### config.mk
export PLATFORM = sky130hd
export DESIGN_NAME = uart_tx_mmio_flat
export DESIGN_NICKNAME = d
export VERILOG_FILES = /design/src/rtl/uart_tx_mmio_if.sv /design/src/rtl/uart_tx_mmio.sv /design/src/flat_wrapper.sv
export SDC_FILE = /design/constraint.sdc
export NUM_CORES = 1
export LEC_CHECK = 0
export ABC_CLOCK_PERIOD_IN_PS = 3500
export CORE_AREA = 2 2 178 180
export CTS_BUF_LIST = sky130_fd_sc_hd__clkbuf_8 sky130_fd_sc_hd__clkbuf_16
export DETAILED_ROUTE_END_ITERATION = 12
export DIE_AREA = 0 0 180 182
export PLACE_DENSITY_LB_ADDON = 0.25
export RECOVER_POWER = 25
export SLEW_MARGIN = 30
export SYNTH_ARGS = -nofsm -noshare
export SYNTH_HDL_FRONTEND = slang
export SYNTH_SLANG_ARGS = --single-unit
### constraint.sdc
create_clock -name clk -period 3.5 [get_ports clk]
set_input_delay 0.7 -clock clk [delete_from_list [all_inputs] [get_ports clk]]
set_output_delay 0.7 -clock clk [all_outputs]
set_load 0.05 [all_outputs]
### src/rtl/uart_tx_mmio_if.sv
// CPU data-memory bus as seen by the UART transmitter peripheral.
// The CPU drives the strobes, address and store data; the peripheral answers with load data and hit.
interface uart_tx_mmio_if;
   logic        bus_we;
   logic        bus_re;
   logic [31:0] bus_addr;
   logic [31:0] bus_wdata;
   logic [31:0] bus_rdata;
   logic        bus_hit;

   modport master (
      output bus_we, bus_re, bus_addr, bus_wdata,
      input  bus_rdata, bus_hit
   );

   modport slave (
      input  bus_we, bus_re, bus_addr, bus_wdata,
      output bus_rdata, bus_hit
   );
endinterface

### src/rtl/uart_tx_mmio.sv
// Memory-mapped 8N1 UART transmitter: CPU stores fill a TX FIFO that a serializer drains LSB first.
// Registers: 0x0 TXDATA, 0x4 STATUS {ovf,busy,empty,full}, 0x8 LEVEL, 0xC reserved.
module uart_tx_mmio #(
   parameter logic [31:0] BASE_ADDR    = 32'h0000_F000,
   parameter int          CLKS_PER_BIT = 868,
   parameter int          FIFO_DEPTH   = 16,
   parameter int          FIFO_AW      = 4
) (
   input  logic          clk,
   input  logic          rst,
   uart_tx_mmio_if.slave bus,
   output logic          uart_tx
);

   localparam int                CW       = (CLKS_PER_BIT > 1) ? $clog2(CLKS_PER_BIT) : 1;
   localparam logic [CW-1:0]     BIT_LAST = CW'(CLKS_PER_BIT - 1);
   localparam logic [FIFO_AW:0]  FULL_CNT = (FIFO_AW + 1)'(FIFO_DEPTH);

   typedef enum logic [1:0] {S_IDLE, S_START, S_DATA, S_STOP} state_e;

   state_e             state_q, state_d;
   logic [CW-1:0]      bitcnt_q, bitcnt_d;
   logic [2:0]         bitidx_q, bitidx_d;
   logic [7:0]         shreg_q, shreg_d;
   logic               tx_q, tx_d;
   logic [FIFO_AW-1:0] wr_ptr_q, wr_ptr_d, rd_ptr_q, rd_ptr_d;
   logic [FIFO_AW:0]   count_q, count_d;
   logic               ovf_q, ovf_d;
   logic [7:0]         fifo_mem [FIFO_DEPTH];

   logic        in_win, push_req, push, pop, ovf_set, ovf_clr;
   logic        full, empty, busy, bit_end;
   logic [1:0]  offset;
   logic [31:0] rdata;
   logic        unused_bits;

   // The window is 16 bytes aligned on BASE_ADDR, so only the upper address bits decide a hit.
   assign in_win      = (bus.bus_addr[31:4] == BASE_ADDR[31:4]);
   assign offset      = bus.bus_addr[3:2];
   assign bus.bus_hit = in_win & (bus.bus_we | bus.bus_re);
   assign unused_bits = ^{bus.bus_addr[1:0], bus.bus_wdata[31:8]};

   assign full     = (count_q == FULL_CNT);
   assign empty    = (count_q == '0);
   assign busy     = (state_q != S_IDLE);
   assign bit_end  = (bitcnt_q == BIT_LAST);
   assign push_req = bus.bus_we & in_win & (offset == 2'd0);
   assign push     = push_req & ~full;
   assign ovf_set  = push_req & full;
   assign ovf_clr  = bus.bus_we & in_win & (offset == 2'd1) & bus.bus_wdata[3];

   // NOTE: every variable driven here gets a default first, so no path can leave it unassigned and infer a latch.
   always_comb begin
      rdata = '0;
      if (bus.bus_re && in_win) begin
         case (offset)
            2'd1:    rdata = {28'b0, ovf_q, busy, empty, full};
            2'd2:    rdata = 32'(count_q);
            default: rdata = '0;
         endcase
      end
   end
   assign bus.bus_rdata = rdata;

   // Serializer next state; pop is raised only when a byte is taken into shreg.
   always_comb begin
      state_d  = state_q;
      bitcnt_d = bitcnt_q;
      bitidx_d = bitidx_q;
      shreg_d  = shreg_q;
      tx_d     = tx_q;
      pop      = 1'b0;
      case (state_q)
         S_IDLE: begin
            tx_d = 1'b1;
            if (!empty) begin
               pop      = 1'b1;
               shreg_d  = fifo_mem[rd_ptr_q];
               state_d  = S_START;
               tx_d     = 1'b0;
               bitcnt_d = '0;
            end
         end
         S_START: begin
            if (bit_end) begin
               state_d  = S_DATA;
               bitcnt_d = '0;
               bitidx_d = '0;
               tx_d     = shreg_q[0];
            end else begin
               bitcnt_d = bitcnt_q + CW'(1);
            end
         end
         S_DATA: begin
            if (bit_end) begin
               bitcnt_d = '0;
               shreg_d  = {1'b0, shreg_q[7:1]};
               if (bitidx_q == 3'd7) begin
                  state_d = S_STOP;
                  tx_d    = 1'b1;
               end else begin
                  bitidx_d = bitidx_q + 3'd1;
                  tx_d     = shreg_q[1];
               end
            end else begin
               bitcnt_d = bitcnt_q + CW'(1);
            end
         end
         S_STOP: begin
            if (bit_end) begin
               bitcnt_d = '0;
               if (!empty) begin
                  pop     = 1'b1;
                  shreg_d = fifo_mem[rd_ptr_q];
                  state_d = S_START;
                  tx_d    = 1'b0;
               end else begin
                  state_d = S_IDLE;
                  tx_d    = 1'b1;
               end
            end else begin
               bitcnt_d = bitcnt_q + CW'(1);
            end
         end
         default: state_d = S_IDLE;
      endcase
   end

   // FIFO bookkeeping; a push while full is dropped even when a pop happens on the same edge.
   always_comb begin
      wr_ptr_d = wr_ptr_q;
      rd_ptr_d = rd_ptr_q;
      count_d  = count_q;
      ovf_d    = ovf_q;
      if (push) wr_ptr_d = wr_ptr_q + FIFO_AW'(1);
      if (pop)  rd_ptr_d = rd_ptr_q + FIFO_AW'(1);
      case ({push, pop})
         2'b10:   count_d = count_q + (FIFO_AW + 1)'(1);
         2'b01:   count_d = count_q - (FIFO_AW + 1)'(1);
         default: count_d = count_q;
      endcase
      if (ovf_set)      ovf_d = 1'b1;
      else if (ovf_clr) ovf_d = 1'b0;
   end

   // NOTE: sequential state uses non-blocking assignments so every register samples pre-edge values.
   always_ff @(posedge clk) begin
      if (!rst) begin
         state_q  <= S_IDLE;
         bitcnt_q <= '0;
         bitidx_q <= '0;
         shreg_q  <= '0;
         tx_q     <= 1'b1;
         wr_ptr_q <= '0;
         rd_ptr_q <= '0;
         count_q  <= '0;
         ovf_q    <= 1'b0;
      end else begin
         state_q  <= state_d;
         bitcnt_q <= bitcnt_d;
         bitidx_q <= bitidx_d;
         shreg_q  <= shreg_d;
         tx_q     <= tx_d;
         wr_ptr_q <= wr_ptr_d;
         rd_ptr_q <= rd_ptr_d;
         count_q  <= count_d;
         ovf_q    <= ovf_d;
      end
   end

   // NOTE: the storage array is not reset; clearing the pointers and count is what empties the FIFO.
   always_ff @(posedge clk) begin
      if (rst && push) fifo_mem[wr_ptr_q] <= bus.bus_wdata[7:0];
   end

   assign uart_tx = tx_q;

endmodule

### src/flat_wrapper.sv
// flat-port wrapper written by rule: the top's interface ports become plain ports
module uart_tx_mmio_flat 
#(
   parameter logic [31:0] BASE_ADDR    = 32'h0000_F000,
   parameter int          CLKS_PER_BIT = 868,
   parameter int          FIFO_DEPTH   = 16,
   parameter int          FIFO_AW      = 4
)
  (clk, rst, uart_tx, bus_bus_we, bus_bus_re, bus_bus_addr, bus_bus_wdata, bus_bus_rdata, bus_bus_hit);
  uart_tx_mmio_if bus_i ();
  input  logic clk;
  input  logic rst;
  output logic uart_tx;
  input wire logic [$bits(bus_i.bus_we)-1:0] bus_bus_we;
  input wire logic [$bits(bus_i.bus_re)-1:0] bus_bus_re;
  input wire logic [$bits(bus_i.bus_addr)-1:0] bus_bus_addr;
  input wire logic [$bits(bus_i.bus_wdata)-1:0] bus_bus_wdata;
  output wire logic [$bits(bus_i.bus_rdata)-1:0] bus_bus_rdata;
  output wire logic [$bits(bus_i.bus_hit)-1:0] bus_bus_hit;
  assign bus_i.bus_we = bus_bus_we;
  assign bus_i.bus_re = bus_bus_re;
  assign bus_i.bus_addr = bus_bus_addr;
  assign bus_i.bus_wdata = bus_bus_wdata;
  assign bus_bus_rdata = bus_i.bus_rdata;
  assign bus_bus_hit = bus_i.bus_hit;
  uart_tx_mmio #(.BASE_ADDR(BASE_ADDR), .CLKS_PER_BIT(CLKS_PER_BIT), .FIFO_DEPTH(FIFO_DEPTH), .FIFO_AW(FIFO_AW)) u_core (.clk(clk), .rst(rst), .bus(bus_i), .uart_tx(uart_tx));
endmodule
# Word-level counts from Yosys, hierarchy flattened
# Memory sizes are Yosys's and may differ from the RTL's. A register that Yosys moved wholly into a read port is not among the register bits.
# Cells that the tools add are included.
[totals]
regBits = 38
latch_bits = 0
ramBits = 128
mem_bits_ro = 0
inputBits = 68
out_inout_bits = 34
memories = 1
[memory_table]
columns = ["memory", "words", "width", "read_ports", "rd_clocked_by_memory_dff", "write_ports", "line_no", "rtl"]
rows = [
  ["u_core.fifo_mem", 16, 8, 1, 1, 1, "uart_tx_mmio.sv:29", "logic [7:0] fifo_mem [FIFO_DEPTH];"],
]
[op_classes]
addsub = 6
multipliers = 0
div = 0
n_lt_le_gt_ge = 0
eq_ne = 17
shift = 0
mux = 36
n_bitwise = 9
n_reduce_logical = 15
[ops]
columns = ["cell", "n"]
rows = [
  ["32-bit 2-to-1 mux", 1],
  ["28-bit by 12-bit == test with 1-bit output, second input constant", 1],
  ["8-bit 2-to-1 mux", 3],
  ["8-bit case mux with 3 select lines", 1],
  ["10-bit 2-to-1 mux", 2],
  ["10-bit case mux with 2 select lines", 1],
  ["5-bit case mux with 2 select lines", 2],
  ["1-bit 2-to-1 mux", 12],
  ["10-bit by 1-bit adder with 10-bit output, second input constant", 1],
  ["10-bit == test, second input constant", 1],
  ["2-bit 2-to-1 mux", 5],
  ["3-bit 2-to-1 mux", 3],
  ["4-bit by 1-bit adder with 4-bit output, second input constant", 2],
  ["2-bit == test, second input constant", 4],
  ["4-bit 2-to-1 mux", 2],
  ["2-bit by 1-bit != test with 1-bit output, second input constant", 4],
  ["2-bit case mux with 4 select lines", 1],
  ["2-bit nonzero test", 4],
  ["1-bit bitwise AND", 7],
  ["2-bit by 1-bit == test with 1-bit output, second input constant", 3],
  ["3-bit case mux with 2 select lines", 1],
  ["3-bit AND reduction", 2],
  ["5-bit by 1-bit adder with 5-bit output, second input constant", 1],
  ["5-bit == test, second input constant", 1],
  ["15 further kinds", 18],
]

# Logic depth before layout (Yosys ltp)
[depth]
ltp_word = 7
ltp_mapped = 15
ltp_nobuf = 13

# Worst setup path after synthesis
# Ideal clock, no wire load.
[synth_path]
path_type = "input -> register"
start = "in bus_bus_addr[5]"
end = "reg u_core.count_q[4]"
t_arrival_ns = 3.144
required_ns = 3.378
path_slack_ns = 0.234
stages = 10
cell_sequence = "nor4_1 -> nand4_1 -> nor4b_2 -> clkbuf_8 -> inv_1 -> ha_1 -> ha_1 -> and3_1 -> a221o_1 -> a311o_1"
[synth_via]
elab_chain_cells = 6
[synth_lines]
columns = ["item", "line_no", "rtl"]
rows = [
  ["start, declared", "flat_wrapper.sv:16", "input wire logic [$bits(bus_i.bus_addr)-1:0] bus_bus_addr;"],
  ["28-bit by 12-bit == test with 1-bit output (*)", "uart_tx_mmio.sv:38", "assign in_win = (bus.bus_addr[31:4] == BASE_ADDR[31:4]);"],
  ["1-bit bitwise AND (*) (2 in a row)", "uart_tx_mmio.sv:47", "assign push_req = bus.bus_we & in_win & (offset == 2'd0);"],
  ["1-bit bitwise AND (*)", "uart_tx_mmio.sv:48", "assign push = push_req & ~full;"],
  ["2-bit by 1-bit == test with 1-bit output or 2-bit == test (tied branches)", "uart_tx_mmio.sv:137", "case ({push, pop})"],
  ["5-bit case mux with 2 select lines or 2-bit nonzero test (tied branches)", "-", ""],
  ["end signal, assigned", "uart_tx_mmio.sv:166", "count_q <= count_d;"],
  ["end, declared", "uart_tx_mmio.sv:27", "logic [FIFO_AW:0] count_q, count_d;"],
]
# Every way passes the cells marked *; elsewhere a longest branch is shown, timed or not.
# A chain may end at the register's enable or synchronous reset.

# Worst setup path after layout
[layout_path]
start = "in bus_bus_addr[15]"
end = "reg u_core.count_q[4]"
# The elaborated chain is that of the path after synthesis.

==> results_dict.tcl <==
set metrics [dict create \
    via_per_inst 4.284 \
    powerDensity_mw_per_mm2 457.0 \
    syn_area_per_cell_sq_um 14.54 \
    row_count 65 \
    synth_cells 521 \
    grt_pass1_vias 4498 \
    fp.dieH_microns 182 \
    areaGrowthSynthToFinish_pct 20.35 \
    worstSetupStartpointType "primary input" \
    top_layer_used "met4" \
    io_buffers 48 \
    hold_viol_final 0 \
    clk_pin_slew_ps 70 \
    worstSetupPathType "primary input to register" \
    gr-usage-all-layers_pct 9.912 \
    crit_chain "clkdlybuf4s50_1 -> nor4b_2 -> nand4_1 -> nor4b_2 -> inv_1 -> ha_1 -> xor2_1 -> ha_1 -> inv_1 -> o21ai_0 -> a221o_1 -> a311o_1" \
    multi_input_comb_area_sq_mm 0.002542 \
    drt_iter0_drc 308 \
    grt_pass1_wl_microns 24960 \
    fin_crit_ps 3336 \
    yosys_warnings 0 \
    fin_nets 682 \
    register_area_sq_mm 0.004686 \
    clkLatencyLatePin_ps 420 \
    place_hpwl_microns 11030 \
    cts_tree "built" \
    met2_length_microns 7650 \
    die_x_microns 180 \
    ios 102 \
    max_slew.worst_pin.slew_ps 670.1 \
    report.final.slew_viol_count 0 \
    min_path_type "register to register" \
    wirelength_met1_microns 7320 \
    wl_per_cell_microns 15.56 \
    synth.cell_area_sq_mm 0.007575 \
    gp_congestion 0.7953 \
    setup_violations 0 \
    setup.worst_path.end_class "register" \
    ctsHtreeMaxLevel 4 \
    yosysSeqAreaShare_pct 61.84 \
    rsz0062_at_grt "yes" \
    async_flop_share_pct 0 \
    ant_nets 0 \
    finalClockSkew_ps 16.70 \
    core-area_sq_mm 0.03099 \
    wl_microns 15700 \
    dp.cells 977 \
    finalPower_mw 4.166 \
    synth-main-ff-cell "edfxtp_1" \
    ir_worst_vdd_v 0.0002653 \
    drc_errors 0 \
    synth.distinct_cells 59 \
    antenna_cells 0 \
    required_ps 3800 \
    clock_sinks 170 \
    cts_buffers 17 \
    postCtsHoldBufs 0 \
    cts_buffer_depth 2 \
    worst-path-max-fanout 3 \
    antenna_found_initial 0 \
    clockRootBuffer "clkbuf_16" \
    synth_seq_cells 170 \
    grt-ovfl-total 0 \
    crit_buf_inv 3 \
    fmax_mhz 299.7 \
    worstPathArrival_ps 3640 \
    dieArea_sq_mm 0.03276 \
    slew-limit-headroom_pct 55.18 \
    layout_commonest_cell "edfxtp_1" \
    cpPeakStageDelay_ps 520 \
    holdWs_ps 471.3 \
    fill_cells 3069 \
    crit_family "simple AND/OR/NAND/NOR gates" \
    synth_edf_count 128 \
    final_cells 1009 \
    cap_violations 0 \
    r2r_slack_ps 260 \
    status "completed" \
    post_cts_buffers 0 \
    route.met3.wl_microns 632 \
    layout-drive-gt1-share_pct 19.60 \
    p_leak_nw 3.023 \
    final_cell_mix "edfxtp_1, nor2_1, nand2_1, dfxtp_1, mux4_2" \
    grt_max_degree 30 \
    postCtsResizedCells 0 \
    slowest_stage "clkdlybuf4s50_1" \
    min_period_over_period_pct 95.32 \
    start_util_pct 24.45 \
    num_vias 4323 \
    first_pass_iters 4 \
]
metrics by stage:
| step | instance area, sq um | util, % | setup TNS, ps | setup slack (ps) |
|---|---|---|---|---|
| 5_1_grt | 9116 | 29.42 | -21.84 | -21.84 |
| 3_3_place_gp | 8576 | 27.68 | -365.6 | -258.9 |
| 3_5_place_dp | 8576 | 27.68 | -449.3 | -300.9 |
| 6_report | 9116 | 29.42 | 0 | 163.6 |
| 2_1_floorplan | 7672 | - | 0 | 234.2 |
| 4_1_cts | 9116 | 29.42 | 0 | 95.22 |
final timing paths:
| check | from | cells past startpoint | to |
|---|---|---|---|
| min | u_core.shreg_q[2]$_SDFFE_PN0P_ | 2 | u_core.shreg_q[1]$_SDFFE_PN0P_ |
| max reg2reg | u_core.bitcnt_q[0]$_SDFFE_PN0N_ | 12 | u_core.count_q[4]$_SDFFE_PN0P_ |
| max | bus_bus_addr[15] | 12 | u_core.count_q[4]$_SDFFE_PN0P_ |
| min reg2reg | u_core.shreg_q[2]$_SDFFE_PN0P_ | 2 | u_core.shreg_q[1]$_SDFFE_PN0P_ |
state kept, by name, indices dropped and copies added, names as in the netlist, named ones only:
signal,cells
u_core.bitcnt_q,10
u_core.bitidx_q,3
u_core.count_q,5
u_core.fifo_mem,128
u_core.ovf_q,1
u_core.rd_ptr_q,4
u_core.shreg_q,8
u_core.state_q,2
u_core.uart_tx,1
u_core.wr_ptr_q,4
routing by layer:
layer	track usage, %	up-vias
met4	3.740	0
met1	12.76	2150
met5	0	-
met2	16.37	105
li1	-	2062
met3	2.146	6
logic make-up after synthesis:
| group | after synthesis | synth area share (%) |
|---|---|---|
| AOI/OAI and AO/OA | 52 | 5.071 |
| xor gates and xnor gates | 18 | 2.081 |
| adders and majority gates | 20 | 3.304 |
| buffers and inverters | 69 | 5.880 |
| DFF | 170 | 61.84 |
| muxes | 42 | 12.16 |
| other | 1 | 0.04951 |
| and+or+nand+nor | 149 | 9.614 |
layout make-up:
type / count / share of cell area [%]
flip-flops and latches: 170 / 51.40
multi-input cells: 308 / 27.89
repair buffers: 80 / 8.564
well taps: 402 / 5.517
clock buffers: 17 / 4.666
clock inverters: 15 / 1.263
inverters: 17 / 0.7000
tightest hold or removal path: stages (launching register included):
cell	delay (ps)
dfxtp_1	310
nand2_1	50
a311oi_1	70
report_power, final:
| group | internal, mW | leakage (nW) | switching (mW) |
|---|---|---|---|
| Sequential | 2.17 | 1.49 | 0.0103 |
| Combinational | 0.0827 | 1.27 | 0.168 |
| Clock | 0.920 | 0.267 | 0.811 |
synthesized netlist by cell type, types with 3 or more instances:
cell,number,share of area [%]
a21oi_1,8,0.53
a22oi_1,7,0.69
a311oi_1,6,0.69
and3_1,3,0.25
buf_1,5,0.25
buf_2,5,0.33
buf_4,29,2.9
buf_6,3,0.45
clkbuf_1,7,0.35
dfxtp_1,42,11
edfxtp_1,128,51
ha_1,20,3.3
inv_1,17,0.84
mux4_2,40,12
nand2_1,44,2.2
nand3_1,9,0.59
nand4_1,6,0.50
nor2_1,52,2.6
nor3_1,10,0.66
nor4_1,5,0.41
o211ai_1,4,0.40
o21ai_0,8,0.53
or3_1,3,0.25
xnor2_1,7,0.81
xor2_1,11,1.3
(Power assumes the default switching activity.)
